<file path="src/rtl/convolution_filter_param.sv">
// convolution_filter_param: streaming 3x3 valid-region convolution with serially loaded signed taps
module convolution_filter_param #(
  parameter int IM_WIDTH  = 32,
  parameter int IM_HEIGHT = 32,
  parameter int DATA_W    = 8,
  parameter int COEFF_W   = 8,
  parameter int SHIFT     = 0,
  parameter int MODE      = 0
) (
  input  logic                      clk,
  input  logic                      rst,
  input  logic                      coeff_load,
  input  logic signed [COEFF_W-1:0] coeff_in,
  input  logic                      data_load,
  input  logic [DATA_W-1:0]         data_i,
  output logic [DATA_W-1:0]         data_o,
  output logic                      data_write,
  output logic                      coeff_ready,
  output logic                      frame_done
);
  localparam int CW = $clog2(IM_WIDTH);
  localparam int RW = $clog2(IM_HEIGHT);
  localparam int PW = DATA_W + COEFF_W + 1;
  localparam int AW = DATA_W + COEFF_W + 4;
  localparam logic signed [AW-1:0] MAXV = {{(AW-DATA_W){1'b0}}, {DATA_W{1'b1}}};
  typedef enum logic [1:0] {IDLE, COEFF, RUN} state_t;
  state_t state_q, state_d;
  logic signed [COEFF_W-1:0] c_q [9];
  logic signed [COEFF_W-1:0] c_d [9];
  logic [3:0] idx_q, idx_d;
  logic coeff_ready_q, coeff_ready_d;
  logic [CW-1:0] col_q, col_d;
  logic [RW-1:0] row_q, row_d;
  logic [DATA_W-1:0] lb0_q [IM_WIDTH];
  logic [DATA_W-1:0] lb1_q [IM_WIDTH];
  logic [DATA_W-1:0] win_q [9];
  logic [DATA_W-1:0] win_d [9];
  logic signed [PW-1:0] prod_q [9];
  logic signed [PW-1:0] prod_d [9];
  logic signed [AW-1:0] sum_q, sum_d, shifted, mag;
  logic [DATA_W-1:0] data_o_q, data_o_d;
  logic [2:0] v_q, v_d, l_q, l_d;
  logic data_write_q, data_write_d, frame_done_q, frame_done_d;
  logic accept, last_col, last_row;
  assign accept = state_q == RUN && coeff_ready_q && data_load && !coeff_load;
  assign last_col = col_q == CW'(IM_WIDTH - 1);
  assign last_row = row_q == RW'(IM_HEIGHT - 1);
  always_comb begin
    state_d = coeff_load ? (idx_q == 4'd8 ? RUN : COEFF) : state_q;
    c_d = c_q;
    if (coeff_load) c_d[idx_q] = coeff_in;
    idx_d = (!coeff_load || idx_q == 4'd8) ? 4'd0 : idx_q + 4'd1;
    coeff_ready_d = coeff_load ? idx_q == 4'd8 : coeff_ready_q;
    col_d = !accept ? col_q : last_col ? '0 : col_q + CW'(1);
    row_d = !(accept && last_col) ? row_q : last_row ? '0 : row_q + RW'(1);
    win_d = win_q;
    if (accept) win_d = '{win_q[1], win_q[2], lb0_q[col_q],
                          win_q[4], win_q[5], lb1_q[col_q],
                          win_q[7], win_q[8], data_i};
  end
  // three-stage arithmetic: products, adder tree, shift/clamp
  always_comb begin
    for (int i = 0; i < 9; i++) prod_d[i] = PW'(c_q[i]) * PW'($signed({1'b0, win_q[i]}));
    sum_d = '0;
    for (int i = 0; i < 9; i++) sum_d = sum_d + AW'(prod_q[i]);
    shifted = sum_q >>> SHIFT;
    mag = (MODE == 1 && shifted[AW-1]) ? -shifted : shifted;
    data_o_d = !v_q[2] ? data_o_q : mag[AW-1] ? '0 : (mag > MAXV) ? '1 : mag[DATA_W-1:0];
    v_d = {v_q[1:0], accept && row_q >= RW'(2) && col_q >= CW'(2)};
    l_d = {l_q[1:0], accept && last_col && last_row};
    data_write_d = v_q[2];
    frame_done_d = l_q[2];
  end
  always_ff @(posedge clk) begin
    if (accept) begin
      lb0_q[col_q] <= lb1_q[col_q];
      lb1_q[col_q] <= data_i;
    end
  end
  always_ff @(posedge clk) begin
    if (!rst) begin
      state_q <= IDLE;
      c_q <= '{default: '0};
      idx_q <= '0;
      coeff_ready_q <= 1'b0;
      col_q <= '0;
      row_q <= '0;
      win_q <= '{default: '0};
      prod_q <= '{default: '0};
      sum_q <= '0;
      data_o_q <= '0;
      v_q <= '0;
      l_q <= '0;
      data_write_q <= 1'b0;
      frame_done_q <= 1'b0;
    end else begin
      state_q <= state_d;
      c_q <= c_d;
      idx_q <= idx_d;
      coeff_ready_q <= coeff_ready_d;
      col_q <= col_d;
      row_q <= row_d;
      win_q <= win_d;
      prod_q <= prod_d;
      sum_q <= sum_d;
      data_o_q <= data_o_d;
      v_q <= v_d;
      l_q <= l_d;
      data_write_q <= data_write_d;
      frame_done_q <= frame_done_d;
    end
  end
  assign data_o = data_o_q;
  assign data_write = data_write_q;
  assign coeff_ready = coeff_ready_q;
  assign frame_done = frame_done_q;
endmodule

</file>
<file path="config.mk">
export PLATFORM = sky130hd
export DESIGN_NAME = convolution_filter_param
export DESIGN_NICKNAME = d
export VERILOG_FILES = /design/src/rtl/convolution_filter_param.sv
export SDC_FILE = /design/constraint.sdc
export NUM_CORES = 2
export LEC_CHECK = 0
export ABC_AREA = 1
export BUFFER_PORTS_ARGS = -buffer_cell sky130_fd_sc_hd__buf_2
export CAP_MARGIN = 20
export CORE_AREA = 10 10 274 341
export CTS_BUF_LIST = sky130_fd_sc_hd__clkbuf_8
export CTS_CLUSTER_SIZE = 14
export DETAILED_ROUTE_END_ITERATION = 16
export DIE_AREA = 0 0 284 351
export PLACE_DENSITY = 0.87
export SYNTH_ARGS = -nofsm -noshare
export SYNTH_HDL_FRONTEND = slang
export SYNTH_SLANG_ARGS = --single-unit
export TNS_END_PERCENT = 10
</file>
<file path="constraint.sdc">
create_clock -name clk -period 7.2 [get_ports clk]
set_clock_uncertainty 0.2 [all_clocks]
set_input_delay 0.36 -clock clk [delete_from_list [all_inputs] [get_ports clk]]
set_output_delay 0.36 -clock clk [all_outputs]
set_load 0.1 [all_outputs]
</file>
* Word level (Yosys, flattened, before mapping)
Memories as Yosys holds them, arrays and structs flattened. A register that Yosys moved wholly into a read port is not among the register bits.
Cells that the tools add are included.
** Storage, ports and cells
- Flip-flop bits (word level) :: 342
- Bits in writable memories :: 512
- Bits of input ports :: 20
- Logic and storage cells :: 94
- Memories kept :: 2
** Operators by class
- Add/sub/neg operators :: 11
- Multiply operators :: 9
- Order comparisons :: 5
- Eq/ne operators :: 4
- Mux-type cells :: 12
- Bitwise operators :: 2
- Reductions and logical operators :: 12
** Memories
- lb0_q :: depth 32, width 8, rd ports 1, clocked after memory_dff 1, write ports 1, line 34 : logic [DATA_W-1:0] lb0_q [IM_WIDTH];
- lb1_q :: depth 32, width 8, rd ports 1, clocked after memory_dff 1, write ports 1, line 35 : logic [DATA_W-1:0] lb1_q [IM_WIDTH];
** Operators by type and width (number)
- $mul 8x9->17 :: 9
- $add 20x17->20 :: 5
- $bwmux 72 :: 1
- $demux 8 s4 :: 1
- $mux 8 :: 3
- $add 19x17->20 :: 1
- $gt 20x9->1 const B :: 1
- $mux 5 :: 4
- $add 18x17->19 :: 1
- $add 17x17->18 :: 1
- $add 5x1->5 const B :: 2
- $eq 5x5->1 const B :: 2
- $ge 5x2->1 const B :: 2
- $logic_and 1x1->1 :: 8
- $ge 5x5->1 const B :: 1
- $lt 5x1->1 const B :: 1
- $not 4->5 :: 1
- $add 4x1->4 const B :: 1
- $eq 4x4->1 const B :: 1
- $eq 2x2->1 const B :: 1
- $logic_not 1->1 :: 2
- $mux 1 :: 2
- $mux 2 :: 1
- $reduce_or 2->1 :: 1
- 2 further kinds :: 2

* Longest topological paths before layout
- Depth in word-level cells :: 8
- Mapped depth :: 22

* Worst setup path before layout
OpenSTA, ideal clock, no wires.
- Path type :: register to register
- Start :: register c_q[31] (netlist name)
- End :: register prod_q[62] (netlist name)
- Library setup time :: 113 ps
- Data arrival time :: 3851 ps
- Path slack :: 3036 ps
- Stages on the path, launching flop included :: 18
- Buffers on the path :: 0
- Period minus slack after synthesis :: 4164 ps
- Cell sequence :: dfxtp_1 clkinv_1 or2_2 fa_1 fa_1 inv_1 fa_1 inv_1 fa_1 inv_1 ha_1 nand2_1 o21ai_0 nor2_1 o21ai_0 nand2_1 nand2_1 nor2_1
** On the way
- Longest elaborated chain between the ends :: 1
** Ends and longest elaborated chain
- start: declaration :: line 28 : logic signed [COEFF_W-1:0] c_q [9];
- start signal: assignment :: line 83 : c_q <= '{default: '0};
- start signal: assignment :: line 98 : c_q <= c_d;
- $mul 8x9->17 :: line 63 : for (int i = 0; i < 9; i++) prod_d[i] = PW'(c_q[i]) * PW'($signed({1'b0, win_q[i]}));
- end signal: assignment :: line 104 : prod_q <= prod_d;
- end: declaration :: line 38 : logic signed [PW-1:0] prod_q [9];
Every way passes these cells.
A chain may end at the register's enable or synchronous reset.

* Worst setup path after layout
- Start :: register c_q[39] (netlist name)
- End :: register prod_q[80] (netlist name)
Same word-level chain as after synthesis.

==> flow_summary.yaml <==
outcome:
  outcome: "completed"
drt:
  drc: 0
  firstDrtPassIters: 6
  ant_nets: 0
  wl_per_cell_microns: 18.7
  routed-via-count: 42727
  routed_wl_mm: 141
  initialDrtViolationCount: 4172
  vias_per_cell: 5.65
global_routing:
  grt_pass1_vias: 43715
  grt_max_degree: 218
  track_usage_pct: 28.4
  grt_first_pass_wirelength_mm: 225
  antenna_found_initial: 3
  grt_overflow: 0
power_and_ir_drop:
  p_leak_nw: 29.3
  power_w: 0.00960
  power.density_nw_per_um2: 161
  irDropWorstVdd_uv: 250
synthesis:
  syn_nets: 7241
  syn-cell-area_sq_um: 55900
  syn_inst: 6348
  async_reset_ff_share_pct: 0
  synth.area.top_cells: "edfxtp_1 (27%), fa_1 (16%), dfxtp_1 (13%)"
  synth_edf_count: 512
  ys_types: 40
  ys_warn_count: 0
  synth_top_area_share_pct: 27.5
  syn_area_per_cell_sq_um: 8.81
  seq_area_frac_synth_pct: 40.2
  synth_ff_type: "edfxtp_1"
  synth_seq_cells: 866
  synth_top_cell_by_area: "edfxtp_1"
critical_path:
  crit_start: "c_q[39]"
  worstPathMaxFanout: 9
  cp_top_family: "adder cells"
  rr_startpoint: "c_q[39]"
  arrival_ps: 5180
  crit_top_cell: "fa_1"
  slowest_delay_ps: 500
  critPathKind: "flip-flop to flip-flop"
  crit_required_ps: 7730
  worstPathBufferInverterCount: 4
  worstPathCellList: "clkinv_1 > or2_2 > fa_1 > inv_1 > fa_1 > fa_1 > inv_1 > fa_1 > inv_1 > ha_1 > nand2_1 > o21ai_0 > nor2_1 > o21ai_0 > nand2_1 > nand2_1 > nor2_1"
  critPathLaunchType: "flip-flop"
  end_kind: "flip-flop"
  slowest_stage: "fa_1"
final_layout:
  area_delta_synth_final_pct: 6.46
  drive_above_1_share_pct: 4.97
  mostFrequentLayoutCells: "nand2_1 (1,300), inv_1 (1,191), nor2_1 (696)"
  final_nets: 7191
  layout_commonest_cell: "nand2_1"
clock_network:
  clock_latency_ps: 840
  cts_resized: 0
  clk_pin_slew_ps: 70
  htreeDepth: 4
  ctsLongestPathBuffers: 3
  cts_sinks: 866
  cts_tree: "done"
  numCtsBuffers: 137
  root_buffer: "clkbuf_8"
timing:
  slew_violations: 0
  fin_tns_setup_ps: 0
  fmax_ghz: 0.215
  worst_pin_slew_ps: 1140
  finalSetupViolCount: 0
  min_period_over_period_pct: 64.6
  rsz0062_at_grt: "no"
  layout_min_cycle_time_ps: 4650
  slew-limit-headroom_pct: 23.7
  hold_viol_final: 0
die:
  die_w_microns: 284
  dieArea_sq_um: 99700
  start_util_pct: 64.5
  rows: 121
  io_pins: 31
  core_area_sq_um: 86700
  die_h_microns: 351
flow_run:
  max_cap_viol_count: 0
placed_design:
  place.gp.congestion: 0.964
  dp_hpwl_mm: 99.5
  io_buffers: 30
worst_hold_path:
  min_path_type: "flip-flop to flip-flop"
  holdCritStartpoint: "v_q[2]"
## state kept, by name, indices dropped and copies added (netlist names), named ones only
name / cells
lb0_q: 256
lb1_q: 256
prod_q: 153
c_q: 72
win_q: 72
mag: 20
data_o: 8
col_q: 5
row_q: 5
idx_q: 4
l_q: 3
v_q: 3
state_q: 2
data_write: 1
frame_done: 1
## final timing paths
path,to,slack (ps),cells after the start
hold / removal,data_write,220,2
hold reg to reg,data_write,220,2
setup reg to reg,prod_q[80],2550,17
setup / recovery,prod_q[80],2550,17
## cell type report
class	count	area, sq um
Antenna cell	1	2.50
Clock inverter	98	622
Multi-Input combinational cell	4020	27800
Sequential cell	866	22500
Timing Repair Buffer	102	822
Inverter	1171	4400
Tap cell	1168	1460
Fill cell	6388	27200
Clock buffer	142	1950
## Yosys cell counts (2+ instances only)
| master | number |
|---|---|
| o22ai_1 | 15 |
| inv_2 | 10 |
| fa_1 | 454 |
| nor2_2 | 2 |
| xor2_1 | 12 |
| nor3_1 | 40 |
| nand3_1 | 338 |
| a22oi_1 | 3 |
| nor2_1 | 696 |
| a21o_1 | 3 |
| or2_2 | 35 |
| inv_1 | 1148 |
| nor4_1 | 2 |
| o21ai_1 | 59 |
| o21bai_1 | 3 |
| nand4_1 | 10 |
| o21ai_0 | 393 |
| xnor2_1 | 3 |
| dfxtp_1 | 354 |
| ha_1 | 419 |
| buf_6 | 9 |
| o21a_1 | 2 |
| clkbuf_1 | 201 |
| edfxtp_1 | 512 |
| buf_4 | 9 |
| clkbuf_2 | 2 |
| buf_2 | 54 |
| and3_1 | 2 |
| a21oi_1 | 213 |
| a31oi_1 | 10 |
| nand2_1 | 1300 |
| clkinv_1 | 12 |
| buf_1 | 16 |
## routing by layer
| layer | up-vias | track usage [%] | part of all wire (%) |
|---|---|---|---|
| li1 | 19757 | - | - |
| met1 | 20294 | 32.1 | 36 |
| met2 | 2107 | 48.8 | 49 |
| met3 | 563 | 5.25 | 8.2 |
| met4 | 6 | 19.6 | 7.3 |
| met5 | - | 0 | 0.025 |
## metrics by stage
| step | setup WS (ps) | utilization, % | instances | hold slack [ps] | cell area [sq um] |
|---|---|---|---|---|---|
| after floorplan | 3040 | - | 6348 | 190 | 55900 |
| final | 2550 | 68.6 | 7568 | 222 | 59500 |
| after CTS | 2630 | 68.5 | 7563 | 223 | 59400 |
| after global placement | 2750 | 65.3 | 7303 | 200 | 56700 |
| after global routing | 2240 | 68.6 | 7568 | 242 | 59500 |
| after detailed placement | 2660 | 65.3 | 7303 | 221 | 56700 |
## worst reg2reg max path, delay by kind of cell, from the launching register on
family | cells | cell delay (ps)
fa+ha+maj | 5 | 2260
compound gates | 2 | 530
simple gates | 6 | 780
buf+inv | 4 | 410
flops | 1 | 370
## where the power goes
group | switching, W | internal, W | total (W)
Sequential | 0.0000263 | 0.00523 | 0.00526
Clock | 0.00204 | 0.00201 | 0.00405
Combinational | 0.000206 | 0.0000853 | 0.000291
Total | 0.00227 | 0.00733 | 0.00960
## cells by family (layout without fill, tap and decap cells)
logic type | Yosys count | count (layout) | synth area share, %
AND/OR/NAND/NOR | 2428 | 2428 | 17.4
buffers and inverters | 1462 | 1513 | 10.1
adder cells (fa/ha/maj) | 873 | 873 | 25.6
flip-flops | 866 | 866 | 40.2
AO/OA/AOI/OAI | 704 | 704 | 6.42
XOR/XNOR | 15 | 15 | 0.235
other | 0 | 1 | 0
## timing repair
item / 4_1_cts / 5_1_grt
hold buffers: 20 / 0
endpoints found under the hold margin: 405 / 0
setup buffers: 0 / 0
(Power assumes the default switching activity.)
